$ cat src/rtl/grf_scoreboard_pkg.sv
// Shared constants for the GRF write scoreboard.
package grf_scoreboard_pkg;

  localparam int unsigned GRF_NREG = 32;
  localparam int unsigned GRF_AW   = 5;
  localparam int unsigned GRF_CW   = 2;
  localparam int unsigned ZERO_REG = 0;
  localparam int unsigned CMAX     = (1 << GRF_CW) - 1;

  // Saturation limit for a counter of the given width.
  function automatic int unsigned cnt_max(input int unsigned cw);
    return (1 << cw) - 1;
  endfunction

endpackage

$ cat src/rtl/grf_scoreboard_counter.sv
// sb_counter: one register's pending-writer counter.
//   clk, reset (async active-low)
//   inc, dec_w, dec_k : per-edge events, netted as one signed sum
//   cnt               : current count of in-flight writers
//   err               : sticky underflow/overflow flag
module sb_counter
  import grf_scoreboard_pkg::*;
#(
  parameter int unsigned CW = GRF_CW
) (
  input  logic          clk,
  input  logic          reset,
  input  logic          inc,
  input  logic          dec_w,
  input  logic          dec_k,
  output logic [CW-1:0] cnt,
  output logic          err
);

  localparam int LIMIT = int'(cnt_max(CW));

  int            sum;
  logic [CW-1:0] cnt_nxt;
  logic          bad;

  // Underflow clamps to zero; overflow holds the current (saturated) value.
  always_comb begin
    sum     = int'(cnt) + int'(inc) - int'(dec_w) - int'(dec_k);
    cnt_nxt = cnt;
    bad     = 1'b0;
    if (sum < 0) begin
      cnt_nxt = '0;
      bad     = 1'b1;
    end else if (sum > LIMIT) begin
      bad     = 1'b1;
    end else begin
      cnt_nxt = sum[CW-1:0];
    end
  end

  always_ff @(posedge clk or negedge reset) begin
    if (!reset) begin
      cnt <= '0;
      err <= 1'b0;
    end else begin
      cnt <= cnt_nxt;
      if (bad) begin
        err <= 1'b1;
      end
    end
  end

endmodule

$ cat src/rtl/grf_scoreboard.sv
// grf_scoreboard: tracks outstanding GRF writes and raises the D-stage stall.
//   clk, reset (async active-low)
//   issue_valid/issue_we/issue_rd : instruction leaving D, marks rd pending
//   wb_valid/wb_rd                : W-stage write-back, clears one writer
//   kill_valid/kill_rd            : squashed in-flight writer, clears one writer
//   rs_addr/rs_use, rt_addr/rt_use: D-stage sources
//   stall    : combinational RAW stall (write-back bypass honoured)
//   pending  : bit i set while register i has writers in flight
//   inflight : number of registers with writers in flight
//   err      : sticky counter underflow/overflow
module grf_scoreboard
  import grf_scoreboard_pkg::*;
#(
  parameter int unsigned NREG = GRF_NREG,
  parameter int unsigned AW   = GRF_AW,
  parameter int unsigned CW   = GRF_CW
) (
  input  logic            clk,
  input  logic            reset,
  input  logic            issue_valid,
  input  logic            issue_we,
  input  logic [AW-1:0]   issue_rd,
  input  logic            wb_valid,
  input  logic [AW-1:0]   wb_rd,
  input  logic            kill_valid,
  input  logic [AW-1:0]   kill_rd,
  input  logic [AW-1:0]   rs_addr,
  input  logic            rs_use,
  input  logic [AW-1:0]   rt_addr,
  input  logic            rt_use,
  output logic            stall,
  output logic [NREG-1:0] pending,
  output logic [AW:0]     inflight,
  output logic            err
);

  logic [CW-1:0]   cnt [NREG];
  logic [NREG-1:1] cerr;
  logic            issue_fire;

  assign cnt[ZERO_REG] = '0;
  assign issue_fire    = issue_valid && issue_we && !stall;

  // Register 0 gets no counter, so events aimed at it vanish here.
  for (genvar g = 1; g < NREG; g++) begin : g_cnt
    logic inc_g;
    logic dec_w_g;
    logic dec_k_g;

    assign inc_g   = issue_fire && (issue_rd == AW'(g));
    assign dec_w_g = wb_valid   && (wb_rd    == AW'(g));
    assign dec_k_g = kill_valid && (kill_rd  == AW'(g));

    sb_counter #(
      .CW (CW)
    ) u_cnt (
      .clk   (clk),
      .reset (reset),
      .inc   (inc_g),
      .dec_w (dec_w_g),
      .dec_k (dec_k_g),
      .cnt   (cnt[g]),
      .err   (cerr[g])
    );
  end

  logic [CW-1:0] rs_cnt;
  logic [CW-1:0] rt_cnt;
  logic          rs_byp;
  logic          rt_byp;
  logic          rs_hz;
  logic          rt_hz;

  // A source whose last writer lands this cycle is forwarded by the GRF,
  // unless that same register is also being squashed.
  always_comb begin
    rs_cnt = cnt[rs_addr];
    rt_cnt = cnt[rt_addr];
    rs_byp = wb_valid && (wb_rd == rs_addr) && (rs_cnt == CW'(1))
             && !(kill_valid && (kill_rd == rs_addr));
    rt_byp = wb_valid && (wb_rd == rt_addr) && (rt_cnt == CW'(1))
             && !(kill_valid && (kill_rd == rt_addr));
    rs_hz  = (rs_addr != AW'(ZERO_REG)) && (rs_cnt != '0) && !rs_byp;
    rt_hz  = (rt_addr != AW'(ZERO_REG)) && (rt_cnt != '0) && !rt_byp;
    stall  = (rs_use && rs_hz) || (rt_use && rt_hz);
  end

  always_comb begin
    pending  = '0;
    inflight = '0;
    for (int unsigned i = 0; i < NREG; i++) begin
      pending[i] = (cnt[i] != '0);
      inflight   = inflight + (AW+1)'(pending[i]);
    end
  end

  assign err = |cerr;

endmodule
$ cat config.mk
export PLATFORM = sky130hd
export DESIGN_NAME = grf_scoreboard
export DESIGN_NICKNAME = d
export VERILOG_FILES = /design/src/rtl/grf_scoreboard_pkg.sv /design/src/rtl/grf_scoreboard_counter.sv /design/src/rtl/grf_scoreboard.sv
export SDC_FILE = /design/constraint.sdc
export NUM_CORES = 1
export LEC_CHECK = 0
export BUFFER_PORTS_ARGS = -buffer_cell sky130_fd_sc_hd__clkbuf_2
export CAP_MARGIN = 25
export CORE_ASPECT_RATIO = 0.6
export CORE_MARGIN = 2
export CORE_UTILIZATION = 35
export DETAILED_ROUTE_END_ITERATION = 10
export MAX_ROUTING_LAYER = met4
export PLACE_DENSITY_LB_ADDON = 0.08
export SLEW_MARGIN = 25
export SYNTH_ARGS = -nofsm -noshare
export SYNTH_HDL_FRONTEND = slang
export SYNTH_HIERARCHICAL = 1
export SYNTH_SLANG_ARGS = --single-unit
$ cat constraint.sdc
create_clock -name clk -period 6.3 [get_ports clk]
set_input_delay 1.26 -clock clk [delete_from_list [all_inputs] [get_ports clk]]
set_output_delay 1.26 -clock clk [all_outputs]
set_load 0.05 [all_outputs]
==> impl_metrics.sql, run 1 <==
INSERT INTO impl_metrics (metric_group, metric, value, unit) VALUES
('timing', 'transition_time_of_the_tightest_slew_check_pin', '1.06', 'ns'),
('setup_path', 'worstSetupStartpointType', 'flip-flop', ''),
('detailed_routing', 'route.antenna.remaining_nets', '0', ''),
('place', 'sum_of_net_half_perimeters_after_detailed_placement', '37.5', 'mm'),
('timing', 'timing.final.max_slew_violations', '0', ''),
('status', 'result_of_the_run', 'finished with violations', ''),
('hold_path', 'hp-class', 'flip-flop to flip-flop', ''),
('synth', 'count_of_flip_flops_with_a_built_in_enable_after_synthesis', '0', ''),
('timing', 'final-hold-violation-count', '0', ''),
('timing', 'slew_headroom', '0.287', ''),
('floorplanning', 'design.die.area', '41800', 'sq um'),
('global_route', 'grt_first_pass_wirelength', '69.5', 'mm'),
('timing', 'grt_setup_unrepaired', 'yes', ''),
('synth', 'yosysWarnings', '6', ''),
('timing', 'post-route-period-util', '1.07', ''),
('detailed_routing', 'detail_route.first_pass.iterations', '5', ''),
('timing', 'final-setup-viol-count', '5', ''),
('synth', 'synth.yosys.seq_area_share', '0.166', ''),
('clock_network', 'cts_hold_repair.buffers', '0', ''),
('place', 'gpl.final_weighted_congestion', '0.924', ''),
('cells_and_area', 'final_layout_size_suffix_gt1_frac', '0.264', ''),
('cells_and_area', 'stdcell_count', '2191', ''),
('synth', 'postSynth.topFlopCell', 'sky130_fd_sc_hd__dfrtp_1', ''),
('clock_network', 'maximum_level_of_the_cts_h_tree', '3', ''),
('clock_network', 'tritoncts', 'yes', ''),
('cells_and_area', 'antennaDiodeCount', '0', ''),
('global_route', 'largest_net_degree_at_the_start_of_global_routing', '68', ''),
('synth', 'netlist-cell-type-count', '64', ''),
('cells_and_area', 'layout.nets', '1913', ''),
('setup_path', 'critical_path_class', 'flip-flop to primary output', ''),
('floorplanning', 'die_w', '263', 'um'),
('clock_network', 'clk-insertion-delay-late', '0.38', 'ns'),
('setup_path', 'cp.arrival', '5.47', 'ns'),
('cells_and_area', 'layout-area-overhead-vs-synth', '14.8', '%'),
('floorplanning', 'die_h', '159', 'um'),
('detailed_routing', 'total_drc_errors_in_the_routed_layout', '0', ''),
('global_route', 'globalRouteOverflowTotal', '0', ''),
('detailed_routing', 'drt-initial-drc-count', '841', ''),
('timing', 'min_period', '6.73', 'ns'),
('detailed_routing', 'viasPerCell', '5.14', ''),
('place', 'dpl.cell_count', '2173', ''),
('timing', 'hold_ws', '0.470', 'ns'),
('clock_network', 'cts-root-buf', 'sky130_fd_sc_hd__clkbuf_16', ''),
('global_route', 'grt_usage', '0.228', ''),
('clock_network', 'inserted_clock_buffers', '9', ''),
('global_route', 'antenna_violations_before_repair', '3', ''),
('global_route', 'via_count_of_the_first_global_routing_pass', '11000', ''),
('detailed_routing', 'drt-total-wl', '45.5', 'mm'),
('setup_path', 'worst-path-max-fanout', '2', ''),
('place', 'placedInstanceArea', '15800', 'sq um'),
('detailed_routing', 'route.detailed.wl_per_inst', '20.8', 'um'),
('floorplanning', 'core_area', '39300', 'sq um'),
('floorplanning', 'floorplan.initialDensity', '0.357', ''),
('floorplanning', 'top_level_ports', '73', ''),
('setup_path', 'critical_path.endpoint_type', 'primary output', ''),
('run', 'max_cap_viol_count', '0', ''),
('synth', 'synthesis.instances', '1515', ''),
('setup_path', 'cp.required', '5.04', 'ns'),
('synth', 'synthArstFlopShare', '1.00', ''),
('synth', 'synth.net_count', '1764', ''),
('status', 'violated_checks', 'negative setup slack', ''),
('floorplanning', 'std_cell_rows', '56', ''),
('timing', 'finClkSkew', '0.0100', 'ns'),
('timing', 'post-route-worst-setup-slack', '-0.435', 'ns'),
('synth', 'synth.ff_latch_count', '93', ''),
('timing', 'fmax', '148', 'MHz'),
('cells_and_area', 'layout.cell_area.non_filler', '16100', 'sq um'),
('synth', 'netlist_area', '14000', 'sq um'),
('clock_network', 'worst_setup_hold_path_clk_slew', '0.07', 'ns'),
('clock_network', 'cts_num_sinks', '93', ''),
('synth', 'synthesis.area_per_instance', '9.27', 'sq um'),
('clock_network', 'clk_path_buf_depth', '2', ''),
('detailed_routing', 'via_count', '11300', ''),
('place', 'io_buffer_count', '71', '');
==> final timing paths <==
kind | start | end | slack [ns] | depth (start not counted)
max | g_cnt[26].u_cnt/cnt[1] | inflight[4] | -0.43 | 17
min | g_cnt[29].u_cnt/err | g_cnt[29].u_cnt/err | 0.47 | 1
max reg2reg | g_cnt[19].u_cnt/cnt[1] | g_cnt[16].u_cnt/cnt[1] | 1.25 | 19
min reg2reg | g_cnt[29].u_cnt/err | g_cnt[29].u_cnt/err | 0.47 | 1
max in group asynchronous | reset | g_cnt[30].u_cnt/cnt[0] | 4.44 | 2
min in group asynchronous | reset | g_cnt[3].u_cnt/cnt[1] | 0.91 | 1
==> cell usage after synthesis (3+ instances only) <==
master | instances | area, sq um
sky130_fd_sc_hd__buf_2 | 11 | 55.1
sky130_fd_sc_hd__or3_1 | 5 | 31.3
sky130_fd_sc_hd__nand2b_1 | 69 | 432
sky130_fd_sc_hd__buf_1 | 3 | 11.3
sky130_fd_sc_hd__xnor2_1 | 63 | 552
sky130_fd_sc_hd__mux2_1 | 3 | 33.8
sky130_fd_sc_hd__buf_6 | 13 | 146
sky130_fd_sc_hd__o21ai_2 | 25 | 219
sky130_fd_sc_hd__nor2_1 | 89 | 334
sky130_fd_sc_hd__nand2_1 | 99 | 372
sky130_fd_sc_hd__o311a_1 | 7 | 70.1
sky130_fd_sc_hd__mux2i_1 | 79 | 791
sky130_fd_sc_hd__a22oi_1 | 11 | 82.6
sky130_fd_sc_hd__a21bo_2 | 24 | 240
sky130_fd_sc_hd__nor2b_1 | 69 | 432
sky130_fd_sc_hd__a311oi_2 | 7 | 105
sky130_fd_sc_hd__fa_1 | 54 | 1080
sky130_fd_sc_hd__a21oi_1 | 25 | 125
sky130_fd_sc_hd__a211oi_4 | 24 | 480
sky130_fd_sc_hd__or2_2 | 58 | 363
sky130_fd_sc_hd__o32ai_1 | 7 | 61.3
sky130_fd_sc_hd__dfrtp_1 | 93 | 2330
sky130_fd_sc_hd__o21ai_0 | 8 | 40.0
sky130_fd_sc_hd__a21o_1 | 9 | 67.6
sky130_fd_sc_hd__a2111oi_4 | 24 | 661
sky130_fd_sc_hd__a21boi_1 | 7 | 52.6
sky130_fd_sc_hd__mux4_2 | 20 | 450
sky130_fd_sc_hd__o31ai_1 | 24 | 180
sky130_fd_sc_hd__nor3_1 | 10 | 50.1
sky130_fd_sc_hd__a211o_1 | 8 | 70.1
sky130_fd_sc_hd__nand4_1 | 15 | 93.8
sky130_fd_sc_hd__inv_1 | 221 | 830
sky130_fd_sc_hd__clkbuf_1 | 18 | 67.6
sky130_fd_sc_hd__and2_4 | 24 | 210
sky130_fd_sc_hd__xor2_1 | 8 | 70.1
sky130_fd_sc_hd__or4_1 | 3 | 22.5
sky130_fd_sc_hd__nand3_1 | 23 | 115
sky130_fd_sc_hd__nor4_1 | 35 | 219
sky130_fd_sc_hd__nand3b_1 | 28 | 210
sky130_fd_sc_hd__ha_1 | 162 | 2030
==> through the flow <==
stage,util,TNS [ns],setup WS [ns]
2_1_floorplan,-,-0.0419,-0.0238
3_3_place_gp,0.401,-0.110,-0.0847
3_5_place_dp,0.401,-0.171,-0.119
4_1_cts,0.409,-1.57,-0.487
5_1_grt,0.410,-2.29,-0.610
6_report,0.410,-1.43,-0.435
==> cell usage in the layout (no fill, tap or decap), types with 25 or more instances in the layout <==
cell / count
sky130_fd_sc_hd__nand2_1: 99
sky130_fd_sc_hd__dfrtp_1: 85
sky130_fd_sc_hd__nor2_1: 89
sky130_fd_sc_hd__clkbuf_2: 64
sky130_fd_sc_hd__nand3b_1: 28
sky130_fd_sc_hd__buf_4: 113
sky130_fd_sc_hd__inv_1: 211
sky130_fd_sc_hd__mux2i_1: 79
sky130_fd_sc_hd__o21ai_2: 25
sky130_fd_sc_hd__fa_1: 51
sky130_fd_sc_hd__nor2b_1: 69
sky130_fd_sc_hd__or2_2: 43
sky130_fd_sc_hd__nand2b_1: 69
sky130_fd_sc_hd__xnor2_1: 60
sky130_fd_sc_hd__nor4_1: 34
sky130_fd_sc_hd__ha_1: 162
==> logic make-up (layout without fill, tap and decap cells) <==
logic type / after synthesis / in the layout / share of synthesized area
buf+inv: 268 / 422 / 0.0798
mux: 105 / 105 / 0.0935
flops: 93 / 93 / 0.166
simple gates: 535 / 535 / 0.210
xor+xnor: 71 / 71 / 0.0443
other cells: 1 / 1 / 0.000267
fa+ha+maj: 216 / 216 / 0.221
compound gates: 226 / 226 / 0.185
==> state kept, by name, indices dropped and copies added (netlist names) <==
name             cells
g_cnt.u_cnt/err     31
g_cnt.u_cnt/cnt     62
==> worst max-delay path, stage by stage (launching register included) <==
cell and delay (ns):
sky130_fd_sc_hd__dfrtp_2 0.40, sky130_fd_sc_hd__or2_4 0.23, sky130_fd_sc_hd__inv_2 0.06, sky130_fd_sc_hd__fa_1 0.46
sky130_fd_sc_hd__fa_1 0.58, sky130_fd_sc_hd__fa_1 0.46, sky130_fd_sc_hd__fa_1 0.52, sky130_fd_sc_hd__fa_1 0.51
sky130_fd_sc_hd__inv_2 0.04, sky130_fd_sc_hd__fa_1 0.48, sky130_fd_sc_hd__fa_2 0.38, sky130_fd_sc_hd__inv_2 0.07
sky130_fd_sc_hd__fa_2 0.21, sky130_fd_sc_hd__inv_1 0.04, sky130_fd_sc_hd__a21o_1 0.17, sky130_fd_sc_hd__a21oi_4 0.19
sky130_fd_sc_hd__xnor2_4 0.15, sky130_fd_sc_hd__buf_12 0.15
==> routing by layer <==
metal	up-vias	wire length, um	GRT usage
met3	44	2960	0.0512
met5	-	0	-
li1	5494	-	-
met2	313	17700	0.299
met4	0	956	0.0575
met1	5407	23900	0.344
==> cell type report <==
cell class / count / area (sq um)
clock inverters: 6 / 62.6
repair buffers: 184 / 1290
fillers: 3947 / 23200
flip-flops and latches: 93 / 2340
multi-input cells: 1154 / 10700
clock buffers: 10 / 239
inverters: 222 / 833
well taps: 522 / 653
==> what timing repair did <==
| action | in CTS | in global routing |
|---|---|---|
| setup buffers | 0 | 2 |
| resized for setup | 10 | 8 |
| endpoints found under the setup margin | 6 | 6 |
| pin swaps | 10 | 10 |
Power of run 1 is left out: the tool's default activity adds up to more than one toggle a clock period on the data nets, which glitch-free logic cannot reach.
==> run 2, diff against run 1 <==
- ABC_AREA: not set -> 1
- SETUP_SLACK_MARGIN: not set -> 0.02
==> impl_metrics.sql, run 2 <==
INSERT INTO impl_metrics (metric_group, metric, value, unit) VALUES
('timing', 'slew_headroom', '0.337', ''),
('place', 'sum_of_net_half_perimeters_after_detailed_placement', '37.1', 'mm'),
('cells_and_area', 'final_core_utilization', '0.407', ''),
('status', 'violated_checks', 'negative setup slack', ''),
('place', 'io_buffer_count', '71', ''),
('clock_network', 'maximum_level_of_the_cts_h_tree', '3', ''),
('setup_path', 'critical-path-top-cell-by-count', 'sky130_fd_sc_hd__fa_1', ''),
('global_route', 'via_count_of_the_first_global_routing_pass', '11500', ''),
('detailed_routing', 'route.antenna.remaining_nets', '0', ''),
('global_route', 'grt_first_pass_wirelength', '68.6', 'mm'),
('timing', 'transition_time_of_the_tightest_slew_check_pin', '0.985', 'ns'),
('setup_path', 'crit_family', 'adder cells', ''),
('detailed_routing', 'total_drc_errors_in_the_routed_layout', '0', ''),
('cells_and_area', 'largest_register_ffs', '62', ''),
('timing', 'grt_setup_unrepaired', 'yes', ''),
('setup_path', 'path_buf_inv', '4', ''),
('timing', 'post-route-worst-setup-slack', '-0.332', 'ns'),
('floorplanning', 'floorplan.initialDensity', '0.358', ''),
('detailed_routing', 'drt-initial-drc-count', '1127', ''),
('timing', 'min_period', '6.63', 'ns'),
('setup_path', 'cpMaxStageDelayCell', 'sky130_fd_sc_hd__fa_2', ''),
('timing', 'setup_tns', '-1.25', 'ns'),
('floorplanning', 'std_cell_rows', '53', ''),
('global_route', 'grt_usage', '0.255', ''),
('cells_and_area', 'stdcell_count', '2531', ''),
('global_route', 'antenna_violations_before_repair', '2', ''),
('floorplanning', 'die_h', '151', 'um'),
('synth', 'count_of_flip_flops_with_a_built_in_enable_after_synthesis', '0', ''),
('timing', 'final-hold-violation-count', '0', ''),
('timing', 'fmax', '151', 'MHz'),
('run', 'max_cap_viol_count', '0', ''),
('cells_and_area', 'layout-area-overhead-vs-synth', '13.9', '%'),
('floorplanning', 'core_area', '35300', 'sq um'),
('timing', 'finClkSkew', '0.0133', 'ns'),
('synth', 'synthesis.instances', '1945', ''),
('setup_path', 'crit_path_cell_trace', 'or2_4, fa_1, fa_2, inv_2, fa_1, fa_1, fa_1, inv_1, fa_1, fa_2, inv_2, fa_2, o21a_4, xor2_4, buf_12', ''),
('place', 'dpl.cell_count', '2512', ''),
('cells_and_area', 'commonest_non_fill_non_tap_cell_in_the_layout', 'sky130_fd_sc_hd__nand2_1', ''),
('cells_and_area', 'layout.nets', '2307', ''),
('hold_path', 'hp-class', 'flip-flop to flip-flop', ''),
('clock_network', 'worst_setup_hold_path_clk_slew', '0.07', 'ns'),
('synth', 'synth.yosys.seq_area_share', '0.185', ''),
('setup_path', 'cp.arrival', '5.37', 'ns'),
('synth', 'synth.net_count', '2194', ''),
('detailed_routing', 'drt-total-wl', '45.6', 'mm'),
('detailed_routing', 'detail_route.first_pass.iterations', '6', ''),
('synth', 'postSynth.topFlopCell', 'sky130_fd_sc_hd__dfrtp_1', ''),
('timing', 'timing.final.max_slew_violations', '0', ''),
('clock_network', 'inserted_clock_buffers', '9', ''),
('timing', 'hold_ws', '0.490', 'ns'),
('clock_network', 'clk-insertion-delay-late', '0.39', 'ns'),
('global_route', 'globalRouteOverflowTotal', '0', ''),
('timing', 'post-route-period-util', '1.05', ''),
('clock_network', 'clk_path_buf_depth', '2', ''),
('timing', 'final-setup-viol-count', '5', ''),
('setup_path', 'worstSetupStartpointType', 'flip-flop', ''),
('cells_and_area', 'filler_cell_count', '3817', ''),
('synth', 'synthDominantCellAreaShare', '0.185', ''),
('synth', 'synth_most_common_cell', 'sky130_fd_sc_hd__nand2_1', ''),
('setup_path', 'critPathMaxStageDelay', '0.62', 'ns'),
('synth', 'yosysWarnings', '6', ''),
('setup_path', 'worst-path-max-fanout', '2', ''),
('floorplanning', 'top_level_ports', '73', ''),
('floorplanning', 'design.die.area', '37600', 'sq um'),
('clock_network', 'cts_num_sinks', '93', ''),
('setup_path', 'cp.required', '5.04', 'ns'),
('cells_and_area', 'final_layout_size_suffix_gt1_frac', '0.111', ''),
('synth', 'synth.top_cells.by_count', 'sky130_fd_sc_hd__nand2_1 (500), sky130_fd_sc_hd__inv_1 (474), sky130_fd_sc_hd__nand3_1 (228), sky130_fd_sc_hd__nor2_1 (185), sky130_fd_sc_hd__ha_1 (162)', ''),
('cells_and_area', 'reg_top3', 'g_cnt.u_cnt/cnt (62), g_cnt.u_cnt/err (31)', ''),
('floorplanning', 'die_w', '249', 'um'),
('place', 'gpl.final_weighted_congestion', '0.969', ''),
('clock_network', 'cts_hold_repair.buffers', '0', ''),
('synth', 'synthesis.area_per_instance', '6.49', 'sq um'),
('synth', 'synth.ff_latch_count', '93', ''),
('setup_path', 'critical_path.endpoint_type', 'primary output', ''),
('synth', 'netlist-cell-type-count', '33', ''),
('synth', 'netlist_area', '12600', 'sq um'),
('clock_network', 'cts-root-buf', 'sky130_fd_sc_hd__clkbuf_16', ''),
('global_route', 'largest_net_degree_at_the_start_of_global_routing', '62', ''),
('detailed_routing', 'route.detailed.wl_per_inst', '18.0', 'um'),
('detailed_routing', 'via_count', '12500', ''),
('detailed_routing', 'viasPerCell', '4.92', ''),
('status', 'result_of_the_run', 'finished with violations', ''),
('synth', 'synthTopCellsByArea', 'sky130_fd_sc_hd__dfrtp_1 (18%), sky130_fd_sc_hd__ha_1 (16%), sky130_fd_sc_hd__nand2_1 (15%)', ''),
('clock_network', 'tritoncts', 'yes', ''),
('cells_and_area', 'registers.top_by_ff_count', 'g_cnt.u_cnt/cnt', ''),
('setup_path', 'critical_path_class', 'flip-flop to primary output', ''),
('synth', 'synthArstFlopShare', '1.00', ''),
('cells_and_area', 'commonest_non_fill_non_tap_cells_in_the_layout', 'sky130_fd_sc_hd__nand2_1 (496), sky130_fd_sc_hd__inv_1 (469), sky130_fd_sc_hd__nand3_1 (228)', ''),
('synth', 'yosys.area.top_type', 'sky130_fd_sc_hd__dfrtp_1', '');
run 2: changes by cell type after synthesis, moves of 25 or more:
cell                       before  now
sky130_fd_sc_hd__nand2_1       99  500
sky130_fd_sc_hd__inv_1        221  474
sky130_fd_sc_hd__nand3_1       23  228
sky130_fd_sc_hd__nor2_1        89  185
sky130_fd_sc_hd__mux2i_1       79    0
sky130_fd_sc_hd__nand2b_1      69    0
sky130_fd_sc_hd__nor2b_1       69    0
sky130_fd_sc_hd__o21ai_0        8   71
sky130_fd_sc_hd__xnor2_1       63    3
sky130_fd_sc_hd__or2_2         58    6
sky130_fd_sc_hd__o211ai_2       0   31
sky130_fd_sc_hd__nand3b_1      28    0
sky130_fd_sc_hd__nor4_1        35    7
sky130_fd_sc_hd__o21ai_2       25    0
run 2: path summary, 6_finish.rpt:
path | start | endpoint | slack (ns) | cells past startpoint
max | g_cnt[12].u_cnt/cnt[0] | inflight[4] | -0.33 | 15
min | g_cnt[29].u_cnt/err | g_cnt[29].u_cnt/err | 0.49 | 2
max reg2reg | g_cnt[18].u_cnt/cnt[1] | g_cnt[26].u_cnt/cnt[1] | 1.99 | 27
min reg2reg | g_cnt[29].u_cnt/err | g_cnt[29].u_cnt/err | 0.49 | 2
max in group asynchronous | reset | g_cnt[31].u_cnt/err | 4.16 | 2
min in group asynchronous | reset | g_cnt[19].u_cnt/err | 0.82 | 1
run 2: per-layer routing:
layer	vias up	wire (um)	GRT usage
li1	6223	-	-
met1	5773	23300	0.374
met2	412	17600	0.349
met3	50	3550	0.0519
met4	0	1060	0.0702
met5	-	0	-
run 2: logic make-up (layout without fill, tap and decap cells):
logic type | count (synthesis) | count (layout) | share of synthesized area
buffers and inverters | 508 | 626 | 0.158
AND/OR/NAND/NOR | 984 | 984 | 0.331
flip-flops | 93 | 93 | 0.185
other | 1 | 2 | 0.000297
XOR/XNOR | 6 | 6 | 0.00417
adder cells (fa/ha/maj) | 216 | 216 | 0.246
AO/OA/AOI/OAI | 137 | 137 | 0.0759
run 2: what timing repair did:
action | 4_1_cts | 5_1_grt
pin swaps | 11 | 8
setup endpoints to repair | 6 | 6
setup buffers | 1 | 0
resized for setup | 13 | 7
run 2: final cells by class:
| class | instances | area (sq um) | area share |
|---|---|---|---|
| Clock inverter | 7 | 97.6 | 0.00679 |
| Clock buffer | 9 | 225 | 0.0157 |
| Inverter | 476 | 1800 | 0.125 |
| Tap cell | 467 | 584 | 0.0407 |
| Sequential cell | 93 | 2330 | 0.162 |
| Antenna cell | 1 | 2.50 | 0.000174 |
| Timing Repair Buffer | 134 | 917 | 0.0638 |
| Multi-Input combinational cell | 1344 | 8420 | 0.586 |
run 2: metrics by stage:
step | area [sq um] | setup slack (ns)
final | 14400 | -0.332
after global routing | 14400 | -0.442
after CTS | 14300 | -0.445
after detailed placement | 13900 | -0.0886
after global placement | 13900 | -0.0616
after floorplan | 12700 | -0.106
run 2: worst min-delay path, stage by stage, from the launching register on:
cell and delay, ns:
sky130_fd_sc_hd__dfrtp_1 0.35, sky130_fd_sc_hd__inv_1 0.04, sky130_fd_sc_hd__nand4_1 0.07
Power of run 2 is left out for the same reason.
==> run 3, diff against run 2 <==
- TNS_END_PERCENT: not set -> 20
==> impl_metrics.sql, run 3 (synthesized netlist as in run 2, its figures left out) <==
INSERT INTO impl_metrics (metric_group, metric, value, unit) VALUES
('floorplanning', 'top_level_ports', '73', ''),
('clock_network', 'clk-insertion-delay-late', '0.38', 'ns'),
('floorplanning', 'std_cell_rows', '53', ''),
('cells_and_area', 'stdcell_count', '2529', ''),
('floorplanning', 'design.die.area', '37600', 'sq um'),
('clock_network', 'worst_setup_hold_path_clk_slew', '0.07', 'ns'),
('clock_network', 'maximum_level_of_the_cts_h_tree', '3', ''),
('setup_path', 'critical-path-top-cell-by-count', 'sky130_fd_sc_hd__fa_1', ''),
('hold_path', 'hp-class', 'flip-flop to flip-flop', ''),
('detailed_routing', 'detail_route.first_pass.iterations', '6', ''),
('status', 'result_of_the_run', 'finished with violations', ''),
('timing', 'timing.final.max_slew_violations', '0', ''),
('timing', 'final-setup-viol-count', '5', ''),
('place', 'gpl.final_weighted_congestion', '0.949', ''),
('timing', 'final-hold-violation-count', '0', ''),
('run', 'max_cap_viol_count', '0', ''),
('cells_and_area', 'commonest_non_fill_non_tap_cell_in_the_layout', 'sky130_fd_sc_hd__nand2_1', ''),
('cells_and_area', 'largest_register_ffs', '62', ''),
('cells_and_area', 'registers.top_by_ff_count', 'g_cnt.u_cnt/cnt', ''),
('cells_and_area', 'filler_cell_count', '3831', ''),
('clock_network', 'cts_num_sinks', '93', ''),
('timing', 'post-route-worst-setup-slack', '-0.223', 'ns'),
('status', 'violated_checks', 'negative setup slack', ''),
('cells_and_area', 'layout-area-overhead-vs-synth', '13.9', '%'),
('timing', 'min_period', '6.52', 'ns'),
('detailed_routing', 'total_drc_errors_in_the_routed_layout', '0', ''),
('cells_and_area', 'commonest_non_fill_non_tap_cells_in_the_layout', 'sky130_fd_sc_hd__nand2_1 (496), sky130_fd_sc_hd__inv_1 (469), sky130_fd_sc_hd__nand3_1 (228)', ''),
('global_route', 'antenna_violations_before_repair', '0', ''),
('setup_path', 'critical_path.endpoint_type', 'primary output', ''),
('timing', 'slew_headroom', '0.378', ''),
('timing', 'post-route-period-util', '1.04', ''),
('global_route', 'via_count_of_the_first_global_routing_pass', '11500', ''),
('floorplanning', 'floorplan.initialDensity', '0.358', ''),
('detailed_routing', 'route.antenna.remaining_nets', '0', ''),
('place', 'sum_of_net_half_perimeters_after_detailed_placement', '37.3', 'mm'),
('setup_path', 'cpMaxStageDelayCell', 'sky130_fd_sc_hd__fa_1', ''),
('cells_and_area', 'reg_top3', 'g_cnt.u_cnt/cnt (62), g_cnt.u_cnt/err (31)', ''),
('setup_path', 'worstSetupStartpointType', 'flip-flop', ''),
('setup_path', 'critPathMaxStageDelay', '0.53', 'ns'),
('timing', 'transition_time_of_the_tightest_slew_check_pin', '0.930', 'ns'),
('clock_network', 'tritoncts', 'yes', ''),
('clock_network', 'inserted_clock_buffers', '9', ''),
('timing', 'setup_tns', '-0.882', 'ns'),
('setup_path', 'worst-path-max-fanout', '2', ''),
('detailed_routing', 'route.detailed.wl_per_inst', '18.1', 'um'),
('detailed_routing', 'drt-initial-drc-count', '1047', ''),
('timing', 'finClkSkew', '0.00938', 'ns'),
('setup_path', 'crit_family', 'adder cells', ''),
('clock_network', 'clk_path_buf_depth', '2', ''),
('timing', 'fmax', '153', 'MHz'),
('floorplanning', 'die_h', '151', 'um'),
('detailed_routing', 'via_count', '12300', ''),
('setup_path', 'path_buf_inv', '4', ''),
('clock_network', 'cts-root-buf', 'sky130_fd_sc_hd__clkbuf_16', ''),
('global_route', 'grt_usage', '0.257', ''),
('place', 'dpl.cell_count', '2513', ''),
('setup_path', 'critical_path_class', 'flip-flop to primary output', ''),
('clock_network', 'cts_hold_repair.buffers', '0', ''),
('cells_and_area', 'layout.nets', '2307', ''),
('cells_and_area', 'antennaDiodeCount', '0', ''),
('cells_and_area', 'final_layout_size_suffix_gt1_frac', '0.110', ''),
('floorplanning', 'core_area', '35300', 'sq um'),
('place', 'io_buffer_count', '71', ''),
('detailed_routing', 'viasPerCell', '4.86', ''),
('timing', 'grt_setup_unrepaired', 'yes', ''),
('global_route', 'largest_net_degree_at_the_start_of_global_routing', '54', ''),
('global_route', 'grt_first_pass_wirelength', '68.9', 'mm'),
('timing', 'hold_ws', '0.487', 'ns'),
('setup_path', 'crit_path_cell_trace', 'or2_4, fa_1, fa_1, inv_2, fa_1, fa_1, fa_1, inv_1, fa_1, fa_2, inv_2, fa_2, o21a_4, xor2_4, buf_12', ''),
('setup_path', 'cp.arrival', '5.26', 'ns'),
('detailed_routing', 'drt-total-wl', '45.7', 'mm'),
('setup_path', 'cp.required', '5.04', 'ns'),
('floorplanning', 'die_w', '249', 'um'),
('global_route', 'globalRouteOverflowTotal', '0', '');
-- run 3: worst paths after layout --
check | from | to | slack, ns | cells past startpoint
worst max-delay path | g_cnt[12].u_cnt/cnt[0] | inflight[4] | -0.22 | 15
worst min-delay path | g_cnt[31].u_cnt/err | g_cnt[31].u_cnt/err | 0.49 | 2
worst max register to register | g_cnt[9].u_cnt/cnt[0] | g_cnt[8].u_cnt/cnt[1] | 2.12 | 25
worst min register to register | g_cnt[31].u_cnt/err | g_cnt[31].u_cnt/err | 0.49 | 2
max in group asynchronous | reset | g_cnt[22].u_cnt/err | 4.16 | 2
min in group asynchronous | reset | g_cnt[5].u_cnt/cnt[0] | 0.98 | 1
-- run 3: metal layers --
metal | part of all wire | track usage | routed length, um | vias to the layer above
li1 | - | - | - | 6232
met1 | 0.50 | 0.367 | 22900 | 5611
met2 | 0.39 | 0.360 | 18000 | 421
met3 | 0.089 | 0.0656 | 4060 | 35
met4 | 0.017 | 0.0581 | 793 | 0
met5 | 0 | - | 0 | -
-- run 3: area by class of cell --
type | count | area, sq um | area share
clock buffer | 12 | 267 | 0.0186
tap | 467 | 584 | 0.0407
sequential | 93 | 2330 | 0.162
timing repair buffer | 134 | 910 | 0.0633
multi-input combinational | 1344 | 8420 | 0.586
clock inverter | 3 | 67.6 | 0.00470
inverter | 476 | 1790 | 0.125
-- run 3: through the flow --
| stage | util | cell area (sq um) | worst slack, ns |
|---|---|---|---|
| 6_report | 0.407 | 14400 | -0.223 |
| 2_1_floorplan | - | 12700 | -0.118 |
| 3_3_place_gp | 0.396 | 14000 | -0.0903 |
| 4_1_cts | 0.407 | 14400 | -0.224 |
| 5_1_grt | 0.407 | 14400 | -0.389 |
| 3_5_place_dp | 0.396 | 14000 | -0.0955 |
-- run 3: what timing repair did --
item	CTS	global route
pin swaps	9	0
gates resized for setup	14	2
hold endpoints to repair	0	0
setup endpoints to repair	6	6
buffers inserted	1	0
-- run 3: tightest hold or removal path: cells and delay by family, from the launching register on --
kind	cells	cell delay [ns]
and+or+nand+nor	1	0.07
buffers and inverters	1	0.04
DFF	1	0.34
Power of run 3 is left out for the same reason.
